**config.mk**
```make
export PLATFORM = sky130hd
export DESIGN_NAME = branch_resolve_queue
export DESIGN_NICKNAME = d
export VERILOG_FILES = /design/src/rtl/branch_resolve_queue.sv
export SDC_FILE = /design/constraint.sdc
export NUM_CORES = 1
export LEC_CHECK = 0
export CAP_MARGIN = 0
export CORE_ASPECT_RATIO = 1.1
export CORE_MARGIN = 10
export CORE_UTILIZATION = 40
export CTS_CLUSTER_SIZE = 16
export DETAILED_ROUTE_END_ITERATION = 12
export RECOVER_POWER = 25
export SLEW_MARGIN = 10
export SYNTH_ARGS = -nofsm -noshare
export SYNTH_HDL_FRONTEND = slang
export SYNTH_SLANG_ARGS = --single-unit
```
**constraint.sdc**
```tcl
create_clock -name clk -period 7.5 [get_ports clk]
set_input_delay 0.75 -clock clk [delete_from_list [all_inputs] [get_ports clk]]
set_output_delay 0.75 -clock clk [all_outputs]
set_load 0.05 [all_outputs]
```
**src/rtl/branch_resolve_queue.sv**
```systemverilog
// In-order queue of in-flight branch predictions. Resolves the oldest entry, drives the
// predictor-table update strobe, flushes on mispredict and keeps saturating statistics.
module branch_resolve_queue #(
  parameter int unsigned DEPTH = 4,
  parameter int unsigned IDX_W = 4,
  parameter int unsigned CNT_W = 16
) (
  input  logic                   clk,
  input  logic                   reset,
  input  logic                   push,
  input  logic [IDX_W-1:0]       push_idx,
  input  logic                   push_pred,
  input  logic                   resolve,
  input  logic                   resolve_taken,
  output logic                   full,
  output logic                   empty,
  output logic [$clog2(DEPTH):0] count,
  output logic                   upd_branch,
  output logic                   upd_taken,
  output logic [IDX_W-1:0]       upd_idx,
  output logic                   mispredict,
  output logic [CNT_W-1:0]       branch_cnt,
  output logic [CNT_W-1:0]       mispred_cnt
);

  localparam int unsigned PtrW = $clog2(DEPTH);
  localparam logic [PtrW:0] DepthCnt = (PtrW + 1)'(DEPTH);

  logic [IDX_W-1:0] idx_mem_q [DEPTH];
  logic [DEPTH-1:0] pred_mem_q;

  logic [PtrW-1:0]  rd_ptr_q, rd_ptr_d;
  logic [PtrW-1:0]  wr_ptr_q, wr_ptr_d;
  logic [PtrW:0]    count_q, count_d;

  logic             push_ok, res_ok, res_mis;
  logic [IDX_W-1:0] head_idx;
  logic             head_pred;

  assign full  = (count_q == DepthCnt);
  assign empty = (count_q == '0);
  assign count = count_q;

  assign head_idx  = idx_mem_q[rd_ptr_q];
  assign head_pred = pred_mem_q[rd_ptr_q];

  assign push_ok = push & ~full;
  assign res_ok  = resolve & ~empty;
  assign res_mis = res_ok & (head_pred != resolve_taken);

  always_comb begin
    rd_ptr_d = rd_ptr_q;
    wr_ptr_d = wr_ptr_q;
    count_d  = count_q;
    if (res_mis) begin
      // Everything younger than the mispredicted branch is wrong-path: drop it all.
      rd_ptr_d = rd_ptr_q + PtrW'(1);
      wr_ptr_d = rd_ptr_q + PtrW'(1);
      count_d  = '0;
    end else begin
      if (res_ok)  rd_ptr_d = rd_ptr_q + PtrW'(1);
      if (push_ok) wr_ptr_d = wr_ptr_q + PtrW'(1);
      count_d = count_q + (PtrW + 1)'(push_ok) - (PtrW + 1)'(res_ok);
    end
  end

  always_ff @(posedge clk) begin
    if (push_ok && !res_mis) begin
      idx_mem_q[wr_ptr_q]  <= push_idx;
      pred_mem_q[wr_ptr_q] <= push_pred;
    end
  end

  always_ff @(posedge clk or posedge reset) begin
    if (reset) begin
      rd_ptr_q <= '0;
      wr_ptr_q <= '0;
      count_q  <= '0;
    end else begin
      rd_ptr_q <= rd_ptr_d;
      wr_ptr_q <= wr_ptr_d;
      count_q  <= count_d;
    end
  end

  always_ff @(posedge clk or posedge reset) begin
    if (reset) begin
      upd_branch <= 1'b0;
      upd_taken  <= 1'b0;
      upd_idx    <= '0;
      mispredict <= 1'b0;
    end else begin
      upd_branch <= res_ok;
      mispredict <= res_mis;
      if (res_ok) begin
        upd_idx   <= head_idx;
        upd_taken <= resolve_taken;
      end
    end
  end

  always_ff @(posedge clk or posedge reset) begin
    if (reset) begin
      branch_cnt  <= '0;
      mispred_cnt <= '0;
    end else begin
      if (res_ok && (branch_cnt != '1))   branch_cnt  <= branch_cnt + CNT_W'(1);
      if (res_mis && (mispred_cnt != '1)) mispred_cnt <= mispred_cnt + CNT_W'(1);
    end
  end

endmodule

```
==> results.md, run 1 <==
- Crit start category: input port
- Number of standard-cell rows in the floorplan: 32
- Final Skew: roughly 0.013 ns
- Worst hold slack after final layout: 0.492 ns
- Source-to-sink clock delay at the later pin of the worst-skew pair: 0.34 ns
- Post-synthesis sequential area ratio: 0.597
- Met1 GRT Util: 0.129
- Peak fanout along the critical path: 13
- Max-cap violations: 1
- Fillcell total: 656
- DRC violation count after routing: 0
- Post-CTS Setup Bufs: 0
- Vertical extent of the die: roughly 110 um
- Port buffer count: 53
- Worst setup slack after layout: about 4.5 ns
- Mapped Area: 0.00294 sq mm
- Post-route fraction of the period consumed by the critical path: 0.400
- Critical Path Source: resolve
- Core box area: 0.00709 sq mm
- Net Count, Synth: 239
- Initial antenna violation count: 0
- Number of register bits inferred by synthesis: 66
- Hold buffer count at CTS: 0
- Length in cells of the worst reg-to-reg path: 11
- Clock Tree Buf Depth: 2
- Total negative slack: 0 ns
- Initial Util: 0.414
- Clock tree from TritonCTS: yes
- CTS Buf Count: 9
- R2r startpoint: count[1]$_DFF_PP0_
- Critical path data required time: ~7.7 ns
- Number of hold violations in the final report: 0
- Category of cells accounting for the largest share of critical-path delay: adder cells
- Cells after synthesis: between 200 and 250
- F_max: 0.333 GHz
- Most Frequent Cell on Critical Path: sky130_fd_sc_hd__inv_1
- Crit path cell chain: clkdlybuf4s50_1 -> nand2b_1 -> inv_1 -> ha_1 -> inv_1 -> ha_1 -> inv_1 -> fa_1 -> xor2_1 -> xnor2_1 -> nor2_1
- Worst path buffer plus inverter count: 4
- Final GP Congestion: about 0.73
- Pwr dens: 389 mW/mm^2
- Worst min-delay path class: reg2reg
- Max_slew headroom: -0.147
- Total routing usage reported by global routing: 0.108
- Via total after detailed routing: roughly 1,900
- CTS root buffer: sky130_fd_sc_hd__clkbuf_8
- Cell with the largest stage delay on the worst path: sky130_fd_sc_hd__nand2b_1
- Syn_area_per_cell: approximately 13 sq um
- Number of antenna cells inserted: 0
- Failing checks: max-capacitance violations, max-slew violations
- Arrival time at the worst endpoint: ~3.2 ns
- Number of vias per cell: 5.04
- Category of the most critical setup path: in2reg
- Synth Flop Type: sky130_fd_sc_hd__dfrtp_1
- Total I/O pin count: between 50 and 60
- Vias in the first global route: between 1,500 and 2,000
- Largest stage delay, worst path: ~0.42 ns
- Top-count cell post-synth: sky130_fd_sc_hd__dfrtp_1
- RR Endpoint: count[2]$_DFF_PP0_
- Busiest metal layer after global routing: met2
- Most area-hungry cell type in the Yosys netlist: sky130_fd_sc_hd__dfrtp_1
- Slew @ Worst Pin: roughly 1.7 ns
- Fraction of met2 tracks used by global routing: 0.170
- Net count reported at finish: about 300
- Antenna violation net count after detailed routing: 0
- Cell leakage power: roughly 1.5 nW
- Cell types occupying the most area after synthesis: sky130_fd_sc_hd__dfrtp_1 (39%), sky130_fd_sc_hd__edfxtp_1 (20%), sky130_fd_sc_hd__xnor2_1 (7.5%), sky130_fd_sc_hd__mux4_1 (3.6%), sky130_fd_sc_hd__ha_1 (3.4%)
- Pre-CTS setup slack: roughly 4.4 ns
- Die X-Extent: around 100 um
- Area grow syn2layout: 26.2%
- Final slew viol count: 47
- H-tree levels: 3
- Final period demand of the worst path: approximately 3.0 ns
- Largest net degree at the start of global routing: 47
- DR pass1 iterations: 4
- Total setup violations reported at the end of the flow: 0
- Post-DP HPWL: 4270 um
- Most instantiated cells after synthesis: sky130_fd_sc_hd__dfrtp_1 (46), sky130_fd_sc_hd__xnor2_1 (25), sky130_fd_sc_hd__nand2_1 (24)
- Number of distinct library cells after synthesis: 35
- Global-route wire length before repair: approximately 9400 um
- Type of element capturing the critical path: register
- Overflow after GRT: 0
- Number of cells on the worst hold path: 2
- Total clock sinks: 66
- Top-area cell type share of the netlist area: 0.392
- First-iteration detailed-routing DRC count: 95
- Setup repair after global routing missed its margin: false
- Die footprint: between 0.01 and 0.015 sq mm
- Routed length per instance: approximately 16 um
- Hold EP: upd_idx[2]$_DFFE_PP0P_
- Met3 GRT Util: 0.0458
- Yosys warnings: 0
- Peak supply drop: ~0.19 mV
- Total routed wirelength: between 5000 and 6000 um
- Hold path startpoint: upd_idx[2]$_DFFE_PP0P_
- Run status: complete, but fails checks
- Number of synthesized flops with an enable pin: 20
- Clock transition at the registers of the reported paths: approximately 0.08 ns
- Share of flip-flops with an asynchronous set or reset after synthesis: 0.697
- Post-cts repair resize count: 0
- Slack of the worst reg-to-reg path: 4.53 ns
- Fraction of final layout cells sized beyond drive strength 1: 0.0845
==> where the power goes <==
group          internal [mW]  total, mW  switching, mW
Sequential             0.464      0.555         0.0910
Clock                  0.153      0.283          0.130
Combinational          0.228      0.604          0.376
Total                  0.846       1.44          0.596
==> worst max-delay path by stage <==
stage	depth (start not counted)	end
after global placement	11	count[2]$_DFF_PP0_
after CTS	2	full
after floorplan	12	count[2]$_DFF_PP0_
final	11	count[2]$_DFF_PP0_
after detailed placement	11	count[2]$_DFF_PP0_
after global routing	11	count[2]$_DFF_PP0_
==> metrics by stage <==
step | cell area [sq um] | cells | utilization | power [mW]
final | 3710 | 369 | 0.523 | 1.44
after global placement | 3530 | 353 | 0.498 | 1.17
after detailed placement | 3530 | 353 | 0.498 | 1.18
after CTS | 3710 | 369 | 0.524 | 1.47
after floorplan | 2940 | 220 | - | 0.999
after global routing | 3710 | 369 | 0.523 | 1.54
==> cell families (layout without fill, tap and decap cells) <==
group	after synthesis	count (layout)	synth area share
adders and majority gates	9	9	0.0409
buffers and inverters	11	75	0.0239
muxes	11	11	0.0660
AOI/OAI and AO/OA	7	7	0.0209
xor gates and xnor gates	33	33	0.101
DFF	66	66	0.597
and+or+nand+nor	83	83	0.151
==> registers in the layout, summed over array words and instances, names as in the netlist <==
signal / flops
mispredict: 1
mispred_cnt: 16
count: 3
rd_ptr_q: 2
idx_mem_q: 16
branch_cnt: 16
upd_taken: 1
pred_mem_q: 4
upd_idx: 4
upd_branch: 1
wr_ptr_q: 2
==> worst reg2reg max path: cells and delay by family, from the launching register on <==
kind	cells	cell delay [ns]
adder cells (fa/ha/maj)	3	0.86
AND/OR/NAND/NOR	3	0.82
flip-flops	1	0.45
buffers and inverters	3	0.39
XOR/XNOR	2	0.31
==> routing by layer <==
layer  routed length [um]  vias to the layer above
li1                     -                      897
met1                 2490                      916
met2                 2790                       38
met3                  408                        7
met4                   80                        0
met5                    0                        -
==> cells in the final DEF (no fill, tap or decap), drive strengths merged <==
cell,Yosys,final
clkinvlp,0,1
a311oi,1,1
nor3b,1,1
fa,1,1
mux2,5,5
mux2i,1,1
dlygate4sd3,0,6
inv,6,6
edfxtp,20,20
nor3,3,3
nand4,12,12
a211oi,1,1
nand3,13,13
o21ai,2,2
a21oi,2,2
and2,6,6
clkinv,0,3
clkbuf,2,11
nand2b,4,4
nor4,1,1
xnor2,26,26
bufinv,0,1
nor2b,2,2
ha,8,8
nor2,6,6
o21a,1,1
xor2,7,7
clkdlybuf4s50,0,47
and4,3,3
and3,8,8
dfrtp,46,46
nand2,24,24
mux4,5,5
==> cell type report <==
type | count | area, sq um | area share
Sequential cell | 66 | 1750 | 0.473
Multi-Input combinational cell | 143 | 1110 | 0.299
Timing Repair Buffer | 53 | 531 | 0.143
Clock buffer | 11 | 131 | 0.0354
Tap cell | 85 | 106 | 0.0287
Clock inverter | 5 | 56.3 | 0.0152
Inverter | 6 | 22.5 | 0.00608
No activity file was read; power rests on OpenSTA's default activity.
==> run 2, diff against run 1 <==
Clock period 7.5 ns to 3.12 ns, I/O delays scaled along.
==> run 2 against run 1 <==
  * The flow now finishes without violations
  * Critical path depth unchanged
  * Sequential cell count unchanged
  * Worst setup slack got worse by 3.9 ns
  * Die area unchanged
  * Clock-buffer cell count increased by 2
  * Sequential share of layout area decreased by 0.47 points
  * Non-clock buffer count increased by 3
==> results.md, run 2 (same netlist as run 1, synthesis figures left out) <==
- Sequential cell fraction of total power: 0.379 (-0.006)
- Total routing usage reported by global routing: 0.113 (+0.00483)
- First-iteration detailed-routing DRC count: 44 (-54%)
- Critical path data required time: 3.33 ns (-4.35 ns)
- DR pass1 iterations: 4 (unchanged)
- Net count reported at finish: 301 (+1.0%)
- Via total after detailed routing: 1,841 (-0.91%)
- CTS Buf Count: 9 (unchanged)
- Final period demand of the worst path: 2.49 ns
- Number of standard-cell rows in the floorplan: 32 (unchanged)
- Most frequent cells in the layout: sky130_fd_sc_hd__clkdlybuf4s50_1 (47), sky130_fd_sc_hd__dfrtp_1 (43), sky130_fd_sc_hd__xnor2_1 (25)
- Fraction of power consumed by the clock network: 0.189 (-0.007)
- Die X-Extent: 102 um (unchanged)
- Run status: finished clean
- DRC violation count after routing: 0 (unchanged)
- Area grow syn2layout: 27.7%
- Initial antenna violation count: 0 (unchanged)
- Non-filler instance count after layout: 371 (+0.54%)
- Total setup violations reported at the end of the flow: 0 (unchanged)
- Category of the most critical setup path: reg2reg
- Clock Tree Buf Depth: 2 (unchanged)
- Pint: 2.05 mW (+140%)
- H-tree levels: 3 (unchanged)
- Peak fanout along the critical path: 13 (unchanged)
- Peak supply drop: 0.393 mV (+110%)
- Largest regs: branch_cnt x16, idx_mem_q x16, mispred_cnt x16
- Antenna violation net count after detailed routing: 0 (unchanged)
- Fillcell total: 620 (-5.5%)
- Largest net degree at the start of global routing: 34 (-28%)
- Source-to-sink clock delay at the later pin of the worst-skew pair: 0.33 ns (about the same)
- Worst hold slack after final layout: 0.496 ns (+0.00395 ns)
- Most common cell after layout, fill and taps aside: sky130_fd_sc_hd__clkdlybuf4s50_1
- Layout Cell Area excl Fill: 0.00375 sq mm (+1.2%)
- Dpl cells: 356 (+0.85%)
- Crit start category: register
- Setup repair after global routing missed its margin: false
- Hold path startpoint: mispred_cnt[11]$_DFFE_PP0P_
- Max_slew headroom: 0.143 (+0.290)
- Die footprint: 0.0112 sq mm (unchanged)
- Logic pwr share: 0.432 (+0.013)
- Overflow after GRT: 0 (unchanged)
- Final slew viol count: 0 (-100%)
- Global-route wire length before repair: 9900 um (+5.4%)
- Total clock sinks: 66 (unchanged)
- Arrival time at the worst endpoint: 2.70 ns (-0.48 ns)
- Pwr dens: 936 mW/mm^2 (+140%)
- Port buffer count: 53 (unchanged)
- Post-cts repair resize count: 0 (unchanged)
- Number of antenna cells inserted: 0 (unchanged)
- Total negative slack: 0 ns (unchanged)
- Type of element capturing the critical path: register
- Number of hold violations in the final report: 0 (unchanged)
- Final GP Congestion: 0.712 (-3.0%)
- Initial Util: 0.414 (unchanged)
- Post-route fraction of the period consumed by the critical path: 0.797
- Vias in the first global route: 1,976 (+7.0%)
- Critical Path Source: count[0]$_DFF_PP0_
- Routed length per instance: 15.6 um (about the same)
- Total routed wirelength: 5800 um (+0.57%)
- Total I/O pin count: 54 (unchanged)
- Clock tree from TritonCTS: yes
- Hold buffer count at CTS: 0 (unchanged)
- Switching fraction of total power: 0.415 (+0.00168)
- Core box area: 0.00709 sq mm (unchanged)
- Worst setup slack after layout: 0.634 ns (-3.86 ns)
- F_max: around 0.40 GHz
- Slew @ Worst Pin: 1.28 ns (-0.435 ns)
- Vertical extent of the die: 110 um (unchanged)
- Pre-CTS setup slack: 0.526 ns (-3.91 ns)
- Standard cell area after detailed placement: 0.00357 sq mm (+1.2%)
- Number of vias per cell: 4.96 (-1.4%)
- Worst min-delay path class: reg2reg
- R2r startpoint: count[0]$_DFF_PP0_
- Final Skew: 0.00750 ns (-0.00512 ns)
- Max-cap violations: 0 (-1)
- Post-DP HPWL: 4280 um (+0.28%)
- Fraction of final layout cells sized beyond drive strength 1: 0.112 (+0.0274)
- Post-CTS Setup Bufs: 0 (unchanged)
- Switching power total: 1.46 mW (+140%)
- CTS root buffer: sky130_fd_sc_hd__clkbuf_8
- Clock transition at the registers of the reported paths: 0.07 ns (about the same)
- Cell leakage power: 1.53 nW (+1.1%)
==> run 2: changes by cell type in the layout (fill, tap and decap cells not counted), sizes merged <==
| cell | change |
|---|---|
| clkinv | -2 |
| bufinv | -1 |
| buf | +3 |
| clkbuf | +2 |
==> run 2: final timing paths <==
path / end / slack, ns / cells past startpoint
worst max register to register: count[2]$_DFF_PP0_ / 0.63 / 11
max in group asynchronous: rd_ptr_q[1]$_DFFE_PP0P_ / 1.48 / 3
min in group asynchronous: branch_cnt[10]$_DFFE_PP0P_ / 0.78 / 2
worst max-delay path: count[2]$_DFF_PP0_ / 0.63 / 11
worst min register to register: mispred_cnt[11]$_DFFE_PP0P_ / 0.50 / 1
worst min-delay path: mispred_cnt[11]$_DFFE_PP0P_ / 0.50 / 1
==> run 2: layer usage <==
metal / GRT usage / share of wire / vias up
met2: 0.183 / 0.49 / 34
met4: 0.0460 / 0.013 / 0
met5: 0 / 0 / -
li1: - / - / 902
met3: 0.0427 / 0.072 / 7
met1: 0.133 / 0.43 / 898
==> run 2: per-stage QoR <==
step                       util  total power [mW]
after CTS                 0.529              3.57
after detailed placement  0.504              2.89
final                     0.529              3.51
after floorplan               -              2.43
after global routing      0.529              3.74
after global placement    0.504              2.88
==> run 2: worst max-delay path, stage by stage (launching register included) <==
cell and delay (ns):
sky130_fd_sc_hd__dfrtp_2 0.44, sky130_fd_sc_hd__nor3_4 0.19, sky130_fd_sc_hd__nand2b_4 0.25, sky130_fd_sc_hd__inv_1 0.19, sky130_fd_sc_hd__ha_1 0.33, sky130_fd_sc_hd__inv_1 0.05, sky130_fd_sc_hd__ha_1 0.12, sky130_fd_sc_hd__inv_1 0.05
sky130_fd_sc_hd__fa_1 0.37, sky130_fd_sc_hd__xor2_1 0.17, sky130_fd_sc_hd__xnor2_1 0.14, sky130_fd_sc_hd__nor2_1 0.07
==> run 2: cell type report <==
type,count,area [sq um],area share
clock buffer,13,170,0.0454
clock inverter,2,12.5,0.00334
inverter,6,22.5,0.00600
multi-input combinational,143,1130,0.302
sequential,66,1760,0.468
tap,85,106,0.0284
timing repair buffer,56,553,0.147
==> run 2: power by group through the flow <==
stage / Sequential, mW / Combinational, mW / Clock (mW)
after global placement: 1.35 / 1.53 / 0
after global routing: 1.37 / 1.65 / 0.720
after CTS: 1.34 / 1.54 / 0.685
after floorplan: 1.76 / 0.663 / 0
after detailed placement: 1.35 / 1.54 / 0
final: 1.33 / 1.52 / 0.664
==> run 3, diff against run 2 <==
Clock period 3.12 ns to 2.4 ns, I/O delays scaled along.
==> run 3 against run 2 <==
  * Utilization increased by 2.2 points
  * Clock-buffer cell count decreased by 3
  * Via count increased by 1.1%
  * Sequential share of layout area decreased by 1.8 points
  * Routed wire length increased by 1.0%
  * Highest routed layer unchanged
  * Global-route usage decreased by 0.30 points
  * Sequential cell count unchanged
  * Worst setup slack got worse by 0.41 ns
==> results.md, run 3 (same netlist as run 1, synthesis figures left out) <==
- Largest regs: branch_cnt x16, idx_mem_q x16, mispred_cnt x16
- Clock tree from TritonCTS: yes
- Arrival time at the worst endpoint: 2.40 ns (-0.30 ns)
- Slack of the worst reg-to-reg path: 0.22 ns (-0.41 ns)
- Worst hold slack after final layout: 0.388 ns (-0.107 ns)
- Fraction of final layout cells sized beyond drive strength 1: 0.156 (+0.0446)
- H-tree levels: 3 (unchanged)
- Final period demand of the worst path: 2.18 ns (-0.311 ns)
- Slew @ Worst Pin: 0.829 ns (-0.455 ns)
- Cell leakage power: 1.59 nW (+3.7%)
- Setup repair after global routing missed its margin: false
- Post-route fraction of the period consumed by the critical path: 0.906 (+0.110)
- Worst path buffer plus inverter count: 3 (unchanged)
- Number of standard-cell rows in the floorplan: 32 (unchanged)
- Run status: finished clean
- DRC violation count after routing: 0 (unchanged)
- Most frequent cells in the layout: sky130_fd_sc_hd__clkdlybuf4s50_1 (47), sky130_fd_sc_hd__dfrtp_1 (43), sky130_fd_sc_hd__xnor2_1 (25)
- Pwr dens: 1270 mW/mm^2 (+35%)
- CTS Buf Count: 9 (unchanged)
- Peak fanout along the critical path: 8 (-5)
- Net count reported at finish: 308 (+2.3%)
- Hold buffer count at CTS: 0 (unchanged)
- Post-DP HPWL: 4390 um (+2.7%)
- Number of hold violations in the final report: 0 (unchanged)
- Post-CTS Setup Bufs: 0 (unchanged)
- CTS root buffer: sky130_fd_sc_hd__clkbuf_8
- Type of element capturing the critical path: register
- Total setup violations reported at the end of the flow: 0 (unchanged)
- Largest stage delay, worst path: 0.53 ns (+0.09 ns)
- RR Endpoint: count[2]$_DFF_PP0_
- Core box area: 0.00709 sq mm (unchanged)
- Critical path data required time: 2.62 ns (-0.71 ns)
- Total routing usage reported by global routing: 0.110 (-0.00299)
- Overflow after GRT: 0 (unchanged)
- Via total after detailed routing: 1,861 (+1.1%)
- Final core area utilization: 0.551 (+0.0215)
- Vias in the first global route: 1,920 (-2.8%)
- Cell with the largest stage delay on the worst path: sky130_fd_sc_hd__dfrtp_4
- Crit start category: register
- Port buffer count: 53 (unchanged)
- Global-route wire length before repair: 9500 um (-4.0%)
- Clock Tree Buf Depth: 2 (unchanged)
- Worst min-delay path class: in2async
- Final Skew: 0.00927 ns (+0.00177 ns)
- Max_slew headroom: 0.447 (+0.304)
- DR pass1 iterations: 4 (unchanged)
- Initial Util: 0.414 (unchanged)
- Initial antenna violation count: 0 (unchanged)
- Category of the most critical setup path: reg2reg
- Vertical extent of the die: 110 um (unchanged)
- Clock transition at the registers of the reported paths: 0.08 ns (about the same)
- Total I/O pin count: 54 (unchanged)
- Total clock sinks: 66 (unchanged)
- R2r startpoint: count[0]$_DFF_PP0_
- Die footprint: 0.0112 sq mm (unchanged)
- First-iteration detailed-routing DRC count: 45 (+2.3%)
- F_max: 0.460 GHz (+14%)
- Number of antenna cells inserted: 0 (unchanged)
- Number of vias per cell: 4.91 (-1.0%)
- Category of cells accounting for the largest share of critical-path delay: adder cells
- Largest net degree at the start of global routing: 18 (-47%)
- Crit path cell chain: nor3_4 -> nand2b_4 -> inv_8 -> ha_4 -> inv_2 -> ha_4 -> inv_2 -> fa_2 -> xor2_1 -> xnor2_1 -> nor2_1
- Area grow syn2layout: 32.9%
- PnR Total Power: 4.94 mW (+41%)
- Most common cell after layout, fill and taps aside: sky130_fd_sc_hd__clkdlybuf4s50_1
- Final GP Congestion: 0.769 (+8.0%)
- Die X-Extent: 102 um (unchanged)
- Total negative slack: 0 ns (unchanged)
- Antenna violation net count after detailed routing: 0 (unchanged)
- Peak supply drop: 0.728 mV (+85%)
- Length in cells of the worst reg-to-reg path: 11 (unchanged)
- Source-to-sink clock delay at the later pin of the worst-skew pair: 0.34 ns (about the same)
- Max-cap violations: 0 (unchanged)
- Post-cts repair resize count: 0 (unchanged)
- Final slew viol count: 0 (unchanged)
- Total routed wirelength: 5860 um (+1.0%)
- Routed length per instance: 15.5 um (-1.1%)
-- run 3: cell types whose count changed in the layout (fill, tap and decap cells not counted), moves of 2 or more --
cell / delta
sky130_fd_sc_hd__ha_1: -2
sky130_fd_sc_hd__inv_2: +2
sky130_fd_sc_hd__ha_4: +2
sky130_fd_sc_hd__clkinv_4: +2
sky130_fd_sc_hd__inv_1: -3
sky130_fd_sc_hd__bufinv_16: +3
sky130_fd_sc_hd__buf_4: +6
-- run 3: area by class of cell --
type,count,area (sq um)
Fill cell,610,3180
Clock inverter,6,115
Inverter,6,30.0
Tap cell,85,106
Sequential cell,66,1760
Timing Repair Buffer,63,602
Multi-Input combinational cell,143,1160
Clock buffer,10,128
-- run 3: layer usage --
metal,vias up,GRT usage,part of all wire
met5,-,0,0
met2,37,0.180,0.49
met3,8,0.0383,0.063
li1,918,-,-
met1,898,0.124,0.43
met4,0,0.0613,0.015
-- run 3: worst max-delay path by stage --
| stage | from | endpoint | cells past startpoint |
|---|---|---|---|
| 6_report | count[0]$_DFF_PP0_ | count[2]$_DFF_PP0_ | 11 |
| 5_1_grt | count[0]$_DFF_PP0_ | count[2]$_DFF_PP0_ | 10 |
| 4_1_cts | count[0]$_DFF_PP0_ | count[2]$_DFF_PP0_ | 11 |
| 3_5_place_dp | count[0]$_DFF_PP0_ | count[2]$_DFF_PP0_ | 11 |
| 3_3_place_gp | resolve | count[2]$_DFF_PP0_ | 11 |
| 2_1_floorplan | count[0]$_DFF_PP0_ | count[2]$_DFF_PP0_ | 12 |
-- run 3: power by group --
part / internal (mW) / switching (mW) / total, mW
logic: 0.821 / 1.27 / 2.09
clock network: 0.694 / 0.434 / 1.13
registers: 1.46 / 0.263 / 1.72
-- run 3: through the flow --
stage / setup WS, ns / instances / instance area (sq um)
2_1_floorplan: -0.390 / 220 / 3020
3_3_place_gp: 0.240 / 363 / 3660
3_5_place_dp: 0.221 / 363 / 3660
4_1_cts: 0.210 / 379 / 3910
5_1_grt: 0.131 / 379 / 3900
6_report: 0.225 / 379 / 3900
